## src/rtl/bcd_to_binary.sv

```systemverilog
// Serial BCD digit link receiver: rebuilds hundreds/tens/ones digits into an 8-bit binary value.
// Latency: a place change registered at edge k is acted on at edge k+1 (outputs visible after k+1).
// Backpressure: none, the link has no flow control; malformed or stalled frames are dropped with an error pulse.
//
// Ports:
//   clock         in   1  single clock, posedge
//   reset         in   1  asynchronous, active-high
//   digit         in   4  BCD digit for the current place
//   digit_place   in   2  2=hundreds, 1=tens, 0=ones (3 never sent)
//   binary        out  8  last good value, held between frames
//   binary_valid  out  1  one-cycle pulse when binary updates
//   error_strobe  out  1  one-cycle pulse when a frame is aborted
//   error_code    out  2  0=sequence 1=bad digit 2=overflow 3=timeout, held between strobes
module bcd_to_binary #(
   parameter int TIMEOUT_POW2 = 5
) (
   input  logic       clock,
   input  logic       reset,
   input  logic [3:0] digit,
   input  logic [1:0] digit_place,
   output logic [7:0] binary,
   output logic       binary_valid,
   output logic       error_strobe,
   output logic [1:0] error_code
);

   typedef enum logic [1:0] {
      HUNT  = 2'd0,
      GOT_H = 2'd1,
      GOT_T = 2'd2
   } state_t;

   localparam logic [1:0] ERR_SEQ     = 2'd0;
   localparam logic [1:0] ERR_DIGIT   = 2'd1;
   localparam logic [1:0] ERR_OVF     = 2'd2;
   localparam logic [1:0] ERR_TIMEOUT = 2'd3;

   state_t                  state_q, state_d;
   logic [3:0]              digit_q, digit_d;
   logic [1:0]              place_q, place_d;
   logic [1:0]              place_prev_q, place_prev_d;
   logic [9:0]              acc_q, acc_d;
   logic [TIMEOUT_POW2-1:0] timer_q, timer_d;
   logic [7:0]              binary_q, binary_d;
   logic                    binary_valid_q, binary_valid_d;
   logic                    error_strobe_q, error_strobe_d;
   logic [1:0]              error_code_q, error_code_d;

   logic       accept;
   logic       bad_digit;
   logic       timeout;
   logic [9:0] acc_next;

   // Each place is held for several cycles, so only the change of place marks a new digit.
   assign accept    = (place_q != place_prev_q);
   assign bad_digit = (digit_q > 4'd9);
   assign timeout   = &timer_q;
   // acc never exceeds 99 before scaling, so acc*10+digit fits in 10 bits.
   assign acc_next  = (acc_q << 3) + (acc_q << 1) + {6'd0, digit_q};

   always_comb begin
      state_d        = state_q;
      digit_d        = digit;
      place_d        = digit_place;
      place_prev_d   = place_q;
      acc_d          = acc_q;
      timer_d        = '0;
      binary_d       = binary_q;
      binary_valid_d = 1'b0;
      error_strobe_d = 1'b0;
      error_code_d   = error_code_q;

      if (accept) begin
         // timer_d stays 0: every accepted digit restarts the inter-digit timeout.
         if (state_q != HUNT && bad_digit) begin
            error_strobe_d = 1'b1;
            error_code_d   = ERR_DIGIT;
            state_d        = HUNT;
         end else begin
            case (state_q)
               HUNT: begin
                  // Resync: only a good hundreds digit opens a frame, anything else is dropped silently.
                  if (place_q == 2'd2 && !bad_digit) begin
                     acc_d   = {6'd0, digit_q};
                     state_d = GOT_H;
                  end
               end
               GOT_H: begin
                  case (place_q)
                     2'd1: begin
                        acc_d   = acc_next;
                        state_d = GOT_T;
                     end
                     2'd2: begin
                        error_strobe_d = 1'b1;
                        error_code_d   = ERR_SEQ;
                        acc_d          = {6'd0, digit_q};
                     end
                     default: begin
                        error_strobe_d = 1'b1;
                        error_code_d   = ERR_SEQ;
                        state_d        = HUNT;
                     end
                  endcase
               end
               GOT_T: begin
                  case (place_q)
                     2'd0: begin
                        if (acc_next <= 10'd255) begin
                           binary_d       = acc_next[7:0];
                           binary_valid_d = 1'b1;
                        end else begin
                           error_strobe_d = 1'b1;
                           error_code_d   = ERR_OVF;
                        end
                        state_d = HUNT;
                     end
                     2'd2: begin
                        // A new hundreds digit restarts the frame rather than just aborting it.
                        error_strobe_d = 1'b1;
                        error_code_d   = ERR_SEQ;
                        acc_d          = {6'd0, digit_q};
                        state_d        = GOT_H;
                     end
                     default: begin
                        error_strobe_d = 1'b1;
                        error_code_d   = ERR_SEQ;
                        state_d        = HUNT;
                     end
                  endcase
               end
               default: state_d = HUNT;
            endcase
         end
      end else if (state_q != HUNT) begin
         if (timeout) begin
            error_strobe_d = 1'b1;
            error_code_d   = ERR_TIMEOUT;
            state_d        = HUNT;
         end else begin
            timer_d = timer_q + 1'b1;
         end
      end
   end

   always_ff @(posedge clock or posedge reset) begin
      if (reset) begin
         state_q        <= HUNT;
         digit_q        <= 4'd0;
         // place_q also resets to the unused place 3, so the reset value itself never counts as a digit
         // while the first real sample after reset always differs from place_prev.
         place_q        <= 2'b11;
         place_prev_q   <= 2'b11;
         acc_q          <= 10'd0;
         timer_q        <= '0;
         binary_q       <= 8'd0;
         binary_valid_q <= 1'b0;
         error_strobe_q <= 1'b0;
         error_code_q   <= 2'd0;
      end else begin
         state_q        <= state_d;
         digit_q        <= digit_d;
         place_q        <= place_d;
         place_prev_q   <= place_prev_d;
         acc_q          <= acc_d;
         timer_q        <= timer_d;
         binary_q       <= binary_d;
         binary_valid_q <= binary_valid_d;
         error_strobe_q <= error_strobe_d;
         error_code_q   <= error_code_d;
      end
   end

   assign binary       = binary_q;
   assign binary_valid = binary_valid_q;
   assign error_strobe = error_strobe_q;
   assign error_code   = error_code_q;

endmodule
```

## config.mk

```make
export PLATFORM = sky130hd
export DESIGN_NAME = bcd_to_binary
export DESIGN_NICKNAME = d
export VERILOG_FILES = /design/src/rtl/bcd_to_binary.sv
export SDC_FILE = /design/constraint.sdc
export NUM_CORES = 1
export LEC_CHECK = 0
export ABC_CLOCK_PERIOD_IN_PS = 3310
export CORE_MARGIN = 5
export CORE_UTILIZATION = 57
export CTS_CLUSTER_SIZE = 30
export DETAILED_ROUTE_END_ITERATION = 16
export HOLD_SLACK_MARGIN = 0.12
export PLACE_DENSITY = 0.78
export SETUP_SLACK_MARGIN = 0.5
export SYNTH_ARGS = -nofsm -noshare
export SYNTH_HDL_FRONTEND = slang
export SYNTH_SLANG_ARGS = --single-unit
```

## constraint.sdc

```tcl
create_clock -name clock -period 3.31 [get_ports clock]
set_input_delay 0.993 -clock clock [delete_from_list [all_inputs] [get_ports clock]]
set_output_delay 0.993 -clock clock [all_outputs]
set_load 0.01 [all_outputs]
```

==> out/results.ini <==
[status]
status=complete, no violations

[yosys]
synthesis.nets=225
yosysMostFrequentCell=dfrtp_1
yosys-top-cells-area=dfrtp_1 39%, ha_1 14%, dfstp_2 5.1%, mux2_4 3.6%, inv_1 3.4%
async_flop_share_pct=100
ys_seq_elements=36
synth_common_cells=32 x dfrtp_1, 23 x ha_1, 19 x inv_1, 15 x nand2_1, 14 x o21ai_0
synth_ff_type=dfrtp_1
synth_edf_count=0
synthDistinctLibCells=43
synth_area_per_cell_um2=10.8
yosys.area.top_type=dfrtp_1
seq_area_frac_synth_pct=43.6
yosysWarnings=0
synth_top_area_share_pct=38.6
synthesis.area_mm2=0.00208
syn_inst=192

[drt]
vias=1540
route.detailed.drc=0
drtIter0Drc=57
vias_per_cell=5.66
totalWireLength_um=4390
ant_nets=0
dr.pass1.iters=4
wl_per_cell_um=16.1

[worst_setup_path]
arrival_ns=3.09
endpoint_kind=flip-flop
start_kind=flip-flop
path_class=reg -> reg
required_ns=3.47
cp_max_fo=7

[finish]
area_growth_pct=21.0
num-fill-cells=280
antenna_cells=0
drive_gt1_share_pct=19.2
layout.nets=257

[timing]
fin_worst_skew_ns=0.0100
worst_slew_pin_slew_ns=1.14
timing.fmax_mhz=342
fin_crit_ns=2.93
hold_violations=0
grt_setup_unrepaired=true
finalMaxSlewViolations=0
final.setup.tns_ns=0
slew_headroom_pct=23.6
timing.final.ws_setup_ns=0.383
setup_viol=0
period_share_pct=88.4

[floorplanning]
die_y_um=70.4
core_area_mm2=0.00361
design.die.area_mm2=0.00495
start_util_pct=57.6
die_w_um=70.4
rows=22
io_pins=20

[cts]
cts.sinks=36
h-tree-depth=2
cts_tree=done
clkLatencyLatePin_ns=0.29
clkTransAtPathRegs_ns=0.07
holdBufCountCts=0
cts_buffers=5
root_buffer=clkbuf_8
clock_path_buffers=2

[placed_design]
hpwl_um=3050
post-place-ws_ns=0.229
gp_congestion=0.870
io_buffer_count=19

[global_routing]
grt_pass1_wl_um=7280
gr-usage-all-layers_pct=18.8
grt_max_degree=37
overflow=0
grt_pass1_vias=1588
antenna_found_initial=0

[pwr]
ir_worst_vdd_mv=0.482
p_leak_nw=1.16
p_per_area_mw_per_mm2=896

[worst_hold_path]
hp-class=reg -> reg

[run]
maxCapViolations=0

per-layer routing:
metal  wire (um)  share of wire, %  vias up  track usage (%)
met5           0                 0        -                0
met4         134               3.1        0             8.09
met3         150               3.4       13             5.04
met2        2210                50       33             32.7
met1        1890                43      763             21.6
li1            -                 -      731                -
final timing paths:
| check | start | end | slack (ns) | depth (start not counted) |
|---|---|---|---|---|
| worst min-delay path | place_prev_d[1] | place_prev_q[1] | 0.39 | 0 |
| max in group asynchronous | reset | place_prev_q[1] | 1.85 | 3 |
| worst min register to register | place_prev_d[1] | place_prev_q[1] | 0.39 | 0 |
| worst max register to register | acc_q[5] | binary[0] | 0.38 | 8 |
| worst max-delay path | acc_q[5] | binary[0] | 0.38 | 8 |
| min in group asynchronous | reset | binary[1] | 1.12 | 3 |
kinds of logic (layout without fill, tap and decap cells):
| logic type | count (synthesis) | in the layout | share of synthesized area (%) |
|---|---|---|---|
| AO/OA/AOI/OAI | 38 | 38 | 12.7 |
| multiplexers | 14 | 14 | 8.19 |
| adder cells (fa/ha/maj) | 25 | 25 | 15.8 |
| AND/OR/NAND/NOR | 46 | 46 | 11.1 |
| XOR/XNOR | 9 | 9 | 3.80 |
| buffers and inverters | 24 | 56 | 4.76 |
| flip-flops | 36 | 36 | 43.6 |
cell usage in the layout (no fill, tap or decap), drive strengths merged, types with 2 or more instances in the layout:
master         Yosys  final
nor3b              2      2
buf                3     11
clkbuf             2      6
inv               19     19
mux2i              5      5
nor4               3      3
ha                23     23
a22o               2      2
a2111oi            2      2
a21oi              7      7
dfrtp             32     32
fa                 2      2
nand2             15     15
xnor2              7      7
mux2               9      9
nand3              5      5
nand2b             6      6
xor2               2      2
clkdlybuf4s50      0     19
o21ai             14     14
nor3               2      2
nor2               8      8
a211oi             2      2
dfstp              4      4
sequential cells by signal, summed over array words and instances, names as in the netlist:
signal,count
acc_q,9
binary,8
timer_q,5
digit_q,4
error_code,2
place_prev_d,2
place_prev_q,2
state_q,2
binary_valid,1
error_strobe,1
metrics by stage:
step / instance area [um^2] / util [%] / hold WS, ns / instances / power [mW]
after global routing: 2510 / 69.7 / 0.404 / 272 / 2.42
after detailed placement: 2330 / 64.7 / 0.386 / 257 / 1.78
after CTS: 2500 / 69.3 / 0.396 / 271 / 2.19
final: 2510 / 69.7 / 0.395 / 272 / 2.25
after floorplan: 2090 / - / 0.376 / 192 / 1.46
after global placement: 2330 / 64.7 / 0.382 / 257 / 1.74
worst max-delay path, cell delays in order, from the launching register on:
cell and delay [ns]:
dfrtp_1 0.41, ha_1 0.30, ha_1 0.38, a21oi_1 0.22
o21ai_0 0.16, or3_4 0.42, a2111oi_4 0.40, buf_6 0.20
mux2_4 0.30
repair_timing:
action,in CTS,in global routing
gates resized for setup,11,2
setup endpoints to repair,10,10
pin swaps,9,0
setup buffers,7,1
where the power goes:
group	switching [mW]	total (mW)	internal (mW)	leakage [nW]
Sequential	0.0928	0.655	0.562	0.461
Clock	0.142	0.285	0.143	0.0410
Combinational	0.674	1.31	0.637	0.659
Total	0.909	2.25	1.34	1.16
layout make-up:
| class | count | area (um^2) | area share, % |
|---|---|---|---|
| Multi-Input combinational cell | 132 | 1120 | 44.5 |
| Sequential cell | 36 | 906 | 36.0 |
| Timing Repair Buffer | 30 | 280 | 11.1 |
| Clock buffer | 6 | 72.6 | 2.89 |
| Inverter | 19 | 71.3 | 2.84 |
| Tap cell | 48 | 60.1 | 2.39 |
| Clock inverter | 1 | 5.00 | 0.199 |
No activity file was read; power rests on OpenSTA's default activity.
